**src/rtl/tmds_pkg.sv**
```systemverilog
// Shared TMDS symbol tables, lane mode encoding and helpers for the multi-lane encoder.
package tmds_pkg;

    typedef enum logic [2:0] {
        MODE_CTRL   = 3'd0,
        MODE_VIDEO  = 3'd1,
        MODE_ISLAND = 3'd2,
        MODE_VGUARD = 3'd3,
        MODE_DGUARD = 3'd4
    } tmds_mode_t;

    localparam int CNT_W_DEF = 5;

    // indexed by {c1,c0}
    localparam logic [9:0] CTRL_CODE [4] = '{
        10'b1101010100, 10'b0010101011, 10'b0101010100, 10'b1010101011
    };

    localparam logic [9:0] TERC4_TBL [16] = '{
        10'b1010011100, 10'b1001100011, 10'b1011100100, 10'b1011100010,
        10'b0101110001, 10'b0100011110, 10'b0110001110, 10'b0100111100,
        10'b1011001100, 10'b0100111001, 10'b0110011100, 10'b1011000110,
        10'b1010001110, 10'b1001110001, 10'b0101100011, 10'b1011000011
    };

    localparam logic [9:0] GUARD_CODE_A = 10'b1011001100;
    localparam logic [9:0] GUARD_CODE_B = 10'b0100110011;

    function automatic logic [3:0] ones8(input logic [7:0] v);
        logic [3:0] s;
        s = '0;
        for (int i = 0; i < 8; i++) s = s + {3'b000, v[i]};
        return s;
    endfunction

endpackage

```
**src/rtl/tmds_lane_enc.sv**
```systemverilog
// One TMDS lane: transition-minimising stage, then symbol select with running disparity.
// TERC4 island / data-guard symbols exist only when TMDS_TERC4_EN is defined.
module tmds_lane_enc
    import tmds_pkg::*;
#(
    parameter int CNT_W    = CNT_W_DEF,
    parameter int LANE_IDX = 0
) (
    input  logic       clk,
    input  logic       Reset_n,
    input  logic       en_i,
    input  logic [2:0] mode_i,
    input  logic [7:0] din_i,
    input  logic [1:0] ctrl_i,
    input  logic [3:0] aux_i,
    output logic [9:0] dout_o
);

    localparam logic signed [CNT_W-1:0] ZERO    = '0;
    localparam logic signed [CNT_W-1:0] TWO     = CNT_W'(2);
    localparam logic signed [CNT_W-1:0] TEN     = CNT_W'(10);
    localparam logic signed [CNT_W-1:0] NEG_TEN = -TEN;

    logic [3:0] n1_in;
    logic       use_xnor;
    logic [8:0] qm_d, qm_q;
    logic [3:0] n1_d, n1_q;
    logic [2:0] mode_q;
    logic [1:0] ctrl_q;
    logic [9:0] dout_d, dout_q;
    logic signed [CNT_W-1:0] cnt_d, cnt_q;
    logic [3:0] n0_u;
    logic signed [CNT_W-1:0] n1_s, n0_s;

    always_comb begin
        n1_in    = ones8(din_i);
        use_xnor = (n1_in > 4'd4) || (n1_in == 4'd4 && !din_i[0]);
        qm_d     = '0;
        qm_d[0]  = din_i[0];
        for (int i = 1; i < 8; i++)
            qm_d[i] = use_xnor ? ~(qm_d[i-1] ^ din_i[i]) : (qm_d[i-1] ^ din_i[i]);
        qm_d[8]  = ~use_xnor;
        n1_d     = ones8(qm_d[7:0]);
    end

`ifdef TMDS_TERC4_EN
    logic [3:0] aux_q;
    always_ff @(posedge clk or negedge Reset_n) begin
        if (!Reset_n)  aux_q <= '0;
        else if (en_i) aux_q <= aux_i;
    end
`else
    logic unused_aux;
    assign unused_aux = ^aux_i;
`endif

    always_comb begin
        n0_u   = 4'd8 - n1_q;
        n1_s   = $signed(CNT_W'(n1_q));
        n0_s   = $signed(CNT_W'(n0_u));
        dout_d = CTRL_CODE[ctrl_q];
        cnt_d  = ZERO;
        case (mode_q)
            MODE_VIDEO: begin
                if (cnt_q == ZERO || n1_q == n0_u) begin
                    dout_d = {~qm_q[8], qm_q[8], qm_q[8] ? qm_q[7:0] : ~qm_q[7:0]};
                    cnt_d  = qm_q[8] ? (cnt_q + n1_s - n0_s) : (cnt_q + n0_s - n1_s);
                end else if ((cnt_q > ZERO && n1_q > n0_u) || (cnt_q < ZERO && n0_u > n1_q)) begin
                    dout_d = {1'b1, qm_q[8], ~qm_q[7:0]};
                    cnt_d  = cnt_q + (qm_q[8] ? TWO : ZERO) + n0_s - n1_s;
                end else begin
                    dout_d = {1'b0, qm_q[8], qm_q[7:0]};
                    cnt_d  = cnt_q - (qm_q[8] ? ZERO : TWO) + n1_s - n0_s;
                end
            end
            MODE_VGUARD: dout_d = (LANE_IDX % 3 == 1) ? GUARD_CODE_B : GUARD_CODE_A;
`ifdef TMDS_TERC4_EN
            MODE_ISLAND: dout_d = TERC4_TBL[aux_q];
            MODE_DGUARD: dout_d = (LANE_IDX % 3 == 0) ? TERC4_TBL[{2'b11, ctrl_q}] : GUARD_CODE_B;
`endif
            default: ;
        endcase
    end

    always_ff @(posedge clk or negedge Reset_n) begin
        if (!Reset_n) begin
            qm_q   <= '0;
            n1_q   <= '0;
            mode_q <= MODE_CTRL;
            ctrl_q <= '0;
            dout_q <= '0;
            cnt_q  <= ZERO;
        end else if (en_i) begin
            qm_q   <= qm_d;
            n1_q   <= n1_d;
            mode_q <= mode_i;
            ctrl_q <= ctrl_i;
            dout_q <= dout_d;
            cnt_q  <= cnt_d;
        end
    end

    assign dout_o = dout_q;

    // DC balance guarantees the running disparity stays within +/-10
    a_cnt_bound: assert property (@(posedge clk) disable iff (!Reset_n)
        (cnt_q >= NEG_TEN) && (cnt_q <= TEN));

endmodule

```
**src/rtl/tmds_encoder_mc.sv**
```systemverilog
// NCH-lane TMDS encoder top: lane instances plus the output-valid tracker.
// TERC4 island / data-guard support is enabled by defining TMDS_TERC4_EN.
module tmds_encoder_mc
    import tmds_pkg::*;
#(
    parameter int NCH   = 3,
    parameter int CNT_W = CNT_W_DEF
) (
    input  logic              clk,
    input  logic              Reset_n,
    input  logic              en,
    input  logic [2:0]        mode,
    input  logic [NCH*8-1:0]  din,
    input  logic [NCH*2-1:0]  ctrl,
    input  logic [NCH*4-1:0]  aux,
    output logic [NCH*10-1:0] dout,
    output logic              dout_vld
);

    logic [1:0] vld_d, vld_q;

    assign vld_d = {vld_q[0], 1'b1};

    always_ff @(posedge clk or negedge Reset_n) begin
        if (!Reset_n) vld_q <= '0;
        else if (en)  vld_q <= vld_d;
    end

    assign dout_vld = vld_q[1];

    for (genvar k = 0; k < NCH; k++) begin : g_lane
        tmds_lane_enc #(
            .CNT_W   (CNT_W),
            .LANE_IDX(k)
        ) u_lane (
            .clk    (clk),
            .Reset_n(Reset_n),
            .en_i   (en),
            .mode_i (mode),
            .din_i  (din[8*k +: 8]),
            .ctrl_i (ctrl[2*k +: 2]),
            .aux_i  (aux[4*k +: 4]),
            .dout_o (dout[10*k +: 10])
        );
    end

endmodule

```
**config.mk**
```make
export PLATFORM = sky130hd
export DESIGN_NAME = tmds_encoder_mc
export DESIGN_NICKNAME = d
export VERILOG_FILES = /design/src/rtl/tmds_pkg.sv /design/src/rtl/tmds_lane_enc.sv /design/src/rtl/tmds_encoder_mc.sv
export SDC_FILE = /design/constraint.sdc
export NUM_CORES = 1
export LEC_CHECK = 0
export ABC_AREA = 1
export BUFFER_PORTS_ARGS = -buffer_cell sky130_fd_sc_hd__buf_4
export CAP_MARGIN = 15
export CORE_MARGIN = 8
export CORE_UTILIZATION = 52
export CTS_CLUSTER_SIZE = 28
export DETAILED_ROUTE_END_ITERATION = 10
export PLACE_DENSITY = 0.79
export REMOVE_ABC_BUFFERS = 1
export SETUP_SLACK_MARGIN = 0.05
export SYNTH_ARGS = -nofsm -noshare
export SYNTH_HDL_FRONTEND = slang
export SYNTH_HIERARCHICAL = 1
export SYNTH_SLANG_ARGS = --single-unit
```
**constraint.sdc**
```tcl
create_clock -name clk -period 5.52 [get_ports clk]
set_clock_uncertainty 0.15 [all_clocks]
set_input_delay 1.38 -clock clk [delete_from_list [all_inputs] [get_ports clk]]
set_output_delay 1.38 -clock clk [all_outputs]
set_load 0.01 [all_outputs]
```
==> impl_metrics.csv <==
group,metric,value,unit
global_route,grt_pass1_vias,8634,
yosys,yosysUniqueCellTypes,45,
global_route,grt_pass1_wl,41400,um
clock_tree,cts_buffers,9,
clock_tree,postCtsHoldBufs,0,
clock_tree,clockBufferDepth,2,
run,max_cap_viol_count,0,
timing,grt_setup_unrepaired,"yes",
floorplan,core_area,0.0180,sq mm
critical_path,crit_arrival,6550,ps
global_route,antenna_found_initial,0,
clock_tree,clk_pin_slew_worst_paths,80,ps
critical_path,start_kind,"input pin",
status,violations,"setup timing",
floorplan,die_w,152,um
final_layout,syn2layout_area_growth,20.3,%
yosys,synth-seq-cells,101,
placement,portBuffers,66,
drt,routedWlPerCell,15.1,um
floorplan,start_util,53.0,%
critical_path,cp-end-kind,"flip-flop",
global_route,grt_max_degree,73,
floorplan,die-area,0.0230,sq mm
timing,layout_worst_path_cycle_share,117,%
timing,tightest_slew,953,ps
critical_path,crit_fanout,3,
final_layout,final_cells,1648,
clock_tree,clock_latency,350,ps
critical_path,path_class,"input pin to flip-flop",
yosys,synth_cells,1278,
final_layout,diodes,0,
timing,slew_headroom,36.5,%
yosys,postSynthAreaPerCell,7.48,sq um
placement,dp_hpwl,17900,um
drt,final_antenna_net_count,0,
status,status,"finished with violations",
clock_tree,htree_levels,3,
timing,finalHoldViolations,0,
drt,via_count,8743,
timing,layout_min_cycle_time,6480,ps
floorplan,rows,49,
floorplan,die_h,152,um
timing,fin_ws,-964,ps
timing,timing.fmax,154,MHz
drt,drt_iter0_drc,770,
placement,place.gp.congestion,0.937,
yosys,syn_area,0.00956,sq mm
final_layout,fin_nets,1593,
drt,wl,24900,um
global_route,grt.overflow.total,0,
timing,setup_viol,12,
clock_tree,cts_tree,"built",
yosys,ys_seq_area_share,26.4,%
clock_tree,cts_sinks,101,
drt,drc,0,
critical_path,worst_ep_required_time,5590,ps
yosys,synth-warning-count,6,
global_route,grtUsageTotal,22.0,%
final_layout,drive_above_1_share,21.1,%
floorplan,ios,79,
drt,first_pass_iters,7,
placement,dp_cells,1602,
clock_tree,root_buffer,"clkbuf_16",
drt,via_per_inst,5.31,
worst_hold_path,holdCritPathClass,"flip-flop to flip-flop",
timing,drv_slew,0,
## layout by cell type (no fill, tap or decap), types with 6 or more instances in the layout
cell type,synthesis,layout
nand3_1,108,108
o21ai_1,11,17
nor2_2,6,6
o211ai_1,9,9
inv_2,15,25
nand4_1,9,9
inv_4,2,7
clkbuf_16,0,9
fa_2,0,6
inv_1,213,198
buf_4,2,141
xnor2_1,15,14
nand2_4,6,8
nand3b_1,10,10
ha_4,0,12
a21oi_2,4,7
a21oi_1,51,48
nand2_2,22,28
ha_1,89,75
fa_1,42,36
nand2_1,318,310
nor2_1,46,46
o21ai_0,86,77
nand3_2,9,9
dfrtp_1,101,101
xor2_1,45,41
## cells in the mapped netlist (all sizes together)
cell	count	area share, %
nand2	346	15
inv	231	9.2
nand3	121	7.3
dfrtp	101	26
o21ai	100	5.4
ha	89	12
a21oi	55	3.0
nor2	54	2.4
xor2	47	4.6
fa	42	8.8
clkbuf	16	0.63
xnor2	16	1.5
nand3b	11	0.90
nand4	9	0.59
o211ai	9	0.71
buf	8	0.59
o22ai	5	0.33
and2	4	0.26
a31oi	3	0.20
o21bai	3	0.24
or2	3	0.20
a21o	2	0.16
nor3	2	0.10
nand2b	1	0.065
## cells by family after synthesis
group / after synthesis / share of synthesized area [%]
compound gates: 177 / 10.1
xor+xnor: 63 / 6.13
fa+ha+maj: 131 / 20.4
buf+inv: 255 / 10.4
flops: 101 / 26.4
simple gates: 551 / 26.5
## metal layers
metal	vias up	wire (um)	global-route usage (%)
met5	-	0	0
li1	4317	-	-
met1	4139	11000	28.8
met4	0	483	6.76
met3	47	1190	3.18
met2	240	12200	37.2
## repair_timing
action                     CTS  global route
pin swaps                   25            17
setup endpoints to repair   12            12
gates resized for setup     68            19
buffers inserted            26             4
hold endpoints to repair     0             0
## state kept, by name, indices dropped and copies added (netlist names)
register	count
g_lane.u_lane/n1_q	12
g_lane.u_lane/dout_o	30
vld_q	2
g_lane.u_lane/mode_q	9
g_lane.u_lane/cnt_q	15
g_lane.u_lane/qm_q	27
g_lane.u_lane/ctrl_q	6
## cell type report
cell class,count,area (sq um)
well taps,229,287
fillers,1460,6530
inverters,231,890
clock inverters,7,93.8
multi-input cells,922,6320
flip-flops and latches,101,2530
clock buffers,9,225
repair buffers,149,1160
## final timing paths
| kind | end | depth (start not counted) | slack, ps | startpoint |
|---|---|---|---|---|
| min reg2reg | vld_q[0] | 1 | 320 | vld_q[0] |
| max in group asynchronous | g_lane[1].u_lane/dout_o[7] | 2 | 3220 | Reset_n |
| min | vld_q[0] | 1 | 320 | vld_q[0] |
| min in group asynchronous | g_lane[0].u_lane/qm_q[0] | 1 | 1010 | Reset_n |
| max reg2reg | g_lane[2].u_lane/cnt_q[4] | 18 | 1880 | g_lane[2].u_lane/n1_q[1] |
| max | g_lane[2].u_lane/n1_q[2] | 21 | -960 | din[16] |
## critical path: stages
cell and delay (ps):
buf_8 80, inv_4 30, fa_1 540, fa_1 420, fa_1 510, inv_1 60
ha_2 180, fa_2 530, nor3_2 50, o21ai_2 270, xor2_2 220, fa_1 480
xor2_1 180, inv_1 100, ha_4 200, fa_1 550, ha_4 170, inv_2 30
fa_2 350, xor2_2 160, o21ai_2 70
## metrics by stage
stage	utilization, %	hold WS [ps]	worst slack (ps)	TNS (ps)	instance area, sq um
3_3_place_gp	58.9	296	-1260	-12530	10600
6_report	63.8	324	-964	-8690	11500
4_1_cts	63.2	329	-911	-7600	11400
2_1_floorplan	-	283	-1130	-10620	9440
5_1_grt	63.8	361	-1110	-10430	11500
3_5_place_dp	58.9	312	-1420	-14050	10600
Power is left out: the tool's default activity adds up to more than one toggle a clock period on the data nets, which glitch-free logic cannot reach.
